==> config.mk <==
export PLATFORM = sky130hd
export DESIGN_NAME = fir_top
export DESIGN_NICKNAME = d
export VERILOG_FILES = /design/src/rtl/fir_pkg.sv /design/src/rtl/fir_wave_rom.sv /design/src/rtl/fir_top.sv
export SDC_FILE = /design/constraint.sdc
export NUM_CORES = 1
export LEC_CHECK = 0
export ABC_AREA = 1
export BUFFER_PORTS_ARGS = -buffer_cell sky130_fd_sc_hd__buf_2
export CAP_MARGIN = 20
export CORE_ASPECT_RATIO = 0.9
export CORE_MARGIN = 5
export CORE_UTILIZATION = 60
export DETAILED_ROUTE_END_ITERATION = 10
export PLACE_DENSITY = 0.77
export SKIP_LAST_GASP = 1
export SLEW_MARGIN = 30
export SYNTH_ARGS = -nofsm -noshare
export SYNTH_HDL_FRONTEND = slang
export SYNTH_SLANG_ARGS = --single-unit
==> constraint.sdc <==
create_clock -name clk -period 10.1 [get_ports clk]
set_clock_uncertainty 0.05 [all_clocks]
set_input_delay 0.505 -clock clk [delete_from_list [all_inputs] [get_ports clk]]
set_output_delay 0.505 -clock clk [all_outputs]
set_load 0.01 [all_outputs]
==> src/rtl/fir_pkg.sv <==
// Shared constants for the waveform/FIR demo: widths, taps, select codes and the sine table.
package fir_pkg;

  localparam int DATA_W = 8;
  localparam int NTAPS  = 8;
  localparam int SHIFT  = 7;
  localparam int ACC_W  = 17;

  typedef enum logic [1:0] {
    SEL_SINE   = 2'd0,
    SEL_SQUARE = 2'd1,
    SEL_TRI    = 2'd2,
    SEL_SAW    = 2'd3
  } sel_e;

  localparam logic signed [7:0] COEF [NTAPS] = '{
    8'sd2, 8'sd8, 8'sd18, 8'sd36, 8'sd36, 8'sd18, 8'sd8, 8'sd2
  };

  // Quarter wave, round(128 + 127*sin(2*pi*i/256)) for i = 0..64.
  localparam int SINE_Q [65] = '{
    128, 131, 134, 137, 140, 144, 147, 150, 153, 156,
    159, 162, 165, 168, 171, 174, 177, 179, 182, 185,
    188, 191, 193, 196, 199, 201, 204, 206, 209, 211,
    213, 216, 218, 220, 222, 224, 226, 228, 230, 232,
    234, 235, 237, 239, 240, 241, 243, 244, 245, 246,
    248, 249, 250, 250, 251, 252, 253, 253, 254, 254,
    254, 255, 255, 255, 255
  };

  typedef logic [255:0][DATA_W-1:0] sine_tab_t;

  // Unfold the quarter wave: mirror for the second quarter, reflect about 128 for the lower half.
  function automatic sine_tab_t build_sine();
    sine_tab_t t;
    int j;
    int q;
    int v;
    for (int i = 0; i < 256; i++) begin
      j = i % 128;
      q = (j <= 64) ? j : 128 - j;
      v = (i < 128) ? SINE_Q[q] : 256 - SINE_Q[q];
      t[i] = DATA_W'(v);
    end
    return t;
  endfunction

  localparam sine_tab_t SINE_TAB = build_sine();

endpackage

==> src/rtl/fir_wave_rom.sv <==
// Combinational waveform lookup: four 256-entry tables selected by sel_i.
module wave_rom
  import fir_pkg::*;
(
  input  logic [1:0]        sel_i,
  input  logic [7:0]        addr_i,
  output logic [DATA_W-1:0] sample_o
);

  always_comb begin
    sample_o = addr_i;
    case (sel_i)
      SEL_SINE:   sample_o = SINE_TAB[addr_i];
      SEL_SQUARE: sample_o = addr_i[7] ? 8'h01 : 8'hFF;
      // Falling half is 255-2*(i-128), i.e. the bitwise inverse of the rising ramp.
      SEL_TRI:    sample_o = addr_i[7] ? ~{addr_i[6:0], 1'b0} : {addr_i[6:0], 1'b0};
      SEL_SAW:    sample_o = addr_i;
      default:    sample_o = addr_i;
    endcase
  end

endmodule

==> src/rtl/fir_top.sv <==
// Free-running waveform generator feeding a fixed 8-tap low-pass FIR, one sample per clock.
module fir_top
  import fir_pkg::*;
(
  input  logic              clk,
  input  logic              rst_n,
  input  logic [1:0]        rom_sel,
  output logic [DATA_W-1:0] douta,
  output logic [DATA_W-1:0] fir_out_data
);

  logic [7:0]               addr_q, addr_d;
  logic [DATA_W-1:0]        douta_q, douta_d;
  logic [DATA_W-1:0]        fir_q, fir_d;
  logic signed [DATA_W-1:0] x_q [NTAPS];
  logic signed [ACC_W-1:0]  acc_d;
  logic signed [15:0]       prod;

  wave_rom u_rom (
    .sel_i    (rom_sel),
    .addr_i   (addr_q),
    .sample_o (douta_d)
  );

  assign addr_d = addr_q + 8'd1;

  always_comb begin
    acc_d = '0;
    prod  = '0;
    for (int k = 0; k < NTAPS; k++) begin
      prod  = COEF[k] * x_q[k];
      acc_d = acc_d + ACC_W'(prod);
    end
  end

  // Arithmetic shift floors toward -inf; coefficient sum of 128 keeps the result within 8 bits.
  assign fir_d = DATA_W'(acc_d >>> SHIFT) ^ 8'h80;

  // rst_n is active-high despite its name.
  always_ff @(posedge clk or posedge rst_n) begin
    if (rst_n) begin
      addr_q  <= '0;
      douta_q <= 8'h80;
      fir_q   <= 8'h80;
      for (int k = 0; k < NTAPS; k++) x_q[k] <= '0;
    end else begin
      addr_q  <= addr_d;
      douta_q <= douta_d;
      fir_q   <= fir_d;
      x_q[0]  <= $signed(douta_q ^ 8'h80);
      for (int k = 1; k < NTAPS; k++) x_q[k] <= x_q[k-1];
    end
  end

  assign douta        = douta_q;
  assign fir_out_data = fir_q;

endmodule

==> flow_summary.toml <==
[routing]
route.vias.total = 6554
firstDrtPassIters = 6
wl_per_cell_um = 17.5
drc_errors = 0
drt_iter0_markers = 899
met1_length_mm = 8.76
drt-total-wl_mm = 20.2
final_antenna_net_count = 0
viasPerCell = 5.70
wl_met2_mm = 9.09
wl_met3_mm = 1.80
highest_layer = "met4"

[flow_run]
max_cap_viol_count = 0

[cts]
htree_levels = 3
clk_path_buf_depth = 2
ctsResizeCount = 0
clkTransAtPathRegs_ns = 0.07
post-cts-setup-buffers = 0
clk_latency_ns = 0.34
tritoncts = "done"
cts_made_buffers = 9
cts-root-buf = "clkbuf_16"
numClockSinks = 88
ctsHoldBuffers = 0

[sta]
hold_violations = 0
finalSetupViolCount = 0
timing.slew.headroom = 0.493
period_needed_ns = 5.48
fmax_mhz = 182
setup_tns_ns = 0
timing.final.crit_share = 0.543
rsz0062_at_grt = "false"
drv_slew = 0
tightest_slew_ns = 0.760

[cells_and_area]
final_cell_count_no_fill = 1150
insertedDiodeCount = 0
fin_area_mm2 = 0.00850
area_delta_synth_final_pct = 6.28
drive_gt1_frac = 0.0560
nNetsFinal = 1131

[global_routing]
overflow = 0
antenna_found_initial = 0
grt_usage = 0.265
grt_pass1_wl_mm = 33.3
first_global_vias = 6374
grt_max_degree = 89

[floorplan]
start_util = 0.605
io_pins = 20
die_h_um = 120
dieArea_mm2 = 0.0157
rows = 40
dieWidth_um = 132
core_mm2 = 0.0132

[power]
vdd_drop_max_mv = 0.409
p_leak_nw = 4.42
power_density_mw_per_mm2 = 368

[logic_synthesis]
ys_top_cells_by_count = "nand2_1, inv_1, dfrtp_1"
synth_seq_area_share = 0.276
ys_ff_latch = 88
netlist_area_mm2 = 0.00800
synthTopCellsByArea = "dfrtp_1, fa_1, ha_1, nand2_1, inv_1"
synth.most_common_cell = "nand2_1"
synth_edf_count = 0
synth_top_cell_area_share = 0.269
syn-num-nets = 1121
yosysWarnings = 0
avgSynthCellArea_um2 = 8.27
synth_cells = 967
yosys.area.top_type = "dfrtp_1"
synth-main-ff-cell = "dfrtp_1"
async_flop_share = 1.00
yosysUniqueCellTypes = 43

[outcome]
status = "finished clean"

[critical_path]
startpoint_type = "register"
worstPathRequired_ns = 10.34
crit_path_top_delay_cell = "fa_1"
arrival_ns = 5.72
max_stage_delay_ns = 0.55
cp_cell_sequence = "ha_1 -> ha_1 -> inv_1 -> fa_1 -> o21ai_0 -> nand2_1 -> nand2_1 -> a21oi_1 -> xor2_1 -> fa_1 -> fa_1 -> fa_1 -> inv_1 -> fa_1 -> inv_1 -> ha_1 -> inv_1 -> o21bai_1 -> a221oi_1 -> nand2_1 -> inv_1 -> nand2_1 -> nand2_1"
cp_max_fo = 4
end_kind = "register"
critPathKind = "reg -> reg"

[placement]
globalplace.congestion = 1.01
dp_cells = 1134
portBuffers = 19
place_hpwl_mm = 15.5
placement.cell_area_mm2 = 0.00819

[hold_path]
hp-class = "in -> async"
[report_power, final]
part	internal [mW]	total, mW	leakage, nW	switching [mW]
sequential	0.442	0.471	1.00	0.0292
combinational	0.962	2.31	3.28	1.35
clock	0.196	0.343	0.146	0.147
total	1.60	3.13	4.42	1.53
[cell usage in the layout, fill, tap and decap left out, drive strengths merged]
cell type,instances
a211oi,3
a21o,1
a21oi,38
a221oi,3
a311oi,1
a31oi,5
a32oi,1
and3,1
buf,22
bufinv,1
clkbuf,10
clkinv,2
clkinvlp,1
dfrtp,86
dfstp,2
fa,70
ha,80
inv,182
nand2,215
nand3,71
nand4,8
nor2,56
nor3,11
o2111ai,1
o211ai,5
o21a,1
o21ai,52
o21bai,4
o221a,1
o22ai,1
o311ai,1
o31ai,3
or2,3
xnor2,18
xor2,22
[flip-flops by register name, summed over array words and instances (netlist names)]
register and count:
x_q 64, douta 8, addr_q 8, fir_out_data 8
[through the flow]
step	hold WS (ns)	worst slack (ns)	total power, mW	util
after floorplan	0.304	5.05	2.30	-
after global placement	0.307	4.80	2.71	0.620
after detailed placement	0.317	4.71	2.78	0.620
after CTS	0.285	4.64	3.15	0.643
after global routing	0.321	4.31	3.52	0.643
final	0.247	4.62	3.13	0.643
[worst paths after layout]
kind                           from               to  slack [ns]  depth (start not counted)
setup / recovery            x_q[41]  fir_out_data[7]        4.62                         23
hold / removal                rst_n          x_q[56]        0.25                          2
setup reg to reg            x_q[41]  fir_out_data[7]        4.62                         23
hold reg to reg            douta[4]          x_q[60]        0.33                          0
max in group asynchronous     rst_n          x_q[46]        9.22                          2
min in group clk           douta[4]          x_q[60]        0.33                          0
[layout make-up]
| cell class | count | area [µm²] |
|---|---|---|
| Multi-Input combinational cell | 676 | 4980 |
| Inverter | 180 | 681 |
| Clock buffer | 10 | 229 |
| Timing Repair Buffer | 22 | 118 |
| Sequential cell | 88 | 2200 |
| Tap cell | 168 | 210 |
| Clock inverter | 6 | 75.1 |
| Fill cell | 1101 | 4720 |
[cells by family after synthesis]
logic type               Yosys count  synth area share
AND/OR/NAND/NOR                  365             0.192
buffers and inverters            203             0.101
adder cells (fa/ha/maj)          150             0.300
flip-flops                        88             0.276
AO/OA/AOI/OAI                    121            0.0865
XOR/XNOR                          40            0.0438
[layer usage]
| layer | vias up | global-route usage |
|---|---|---|
| li1 | 3079 | - |
| met2 | 358 | 0.420 |
| met1 | 3071 | 0.382 |
| met4 | 0 | 0.0778 |
| met3 | 46 | 0.0407 |
| met5 | - | 0 |
[worst max-delay path, delay by kind of cell, from the launching register on]
| family | cells | cell delay (ns) |
|---|---|---|
| and+or+nand+nor | 5 | 0.37 |
| buffers and inverters | 5 | 0.33 |
| DFF | 1 | 0.43 |
| adders and majority gates | 8 | 3.29 |
| xor gates and xnor gates | 1 | 0.16 |
| AOI/OAI and AO/OA | 4 | 0.78 |
Power figures use the tool's default switching activity.
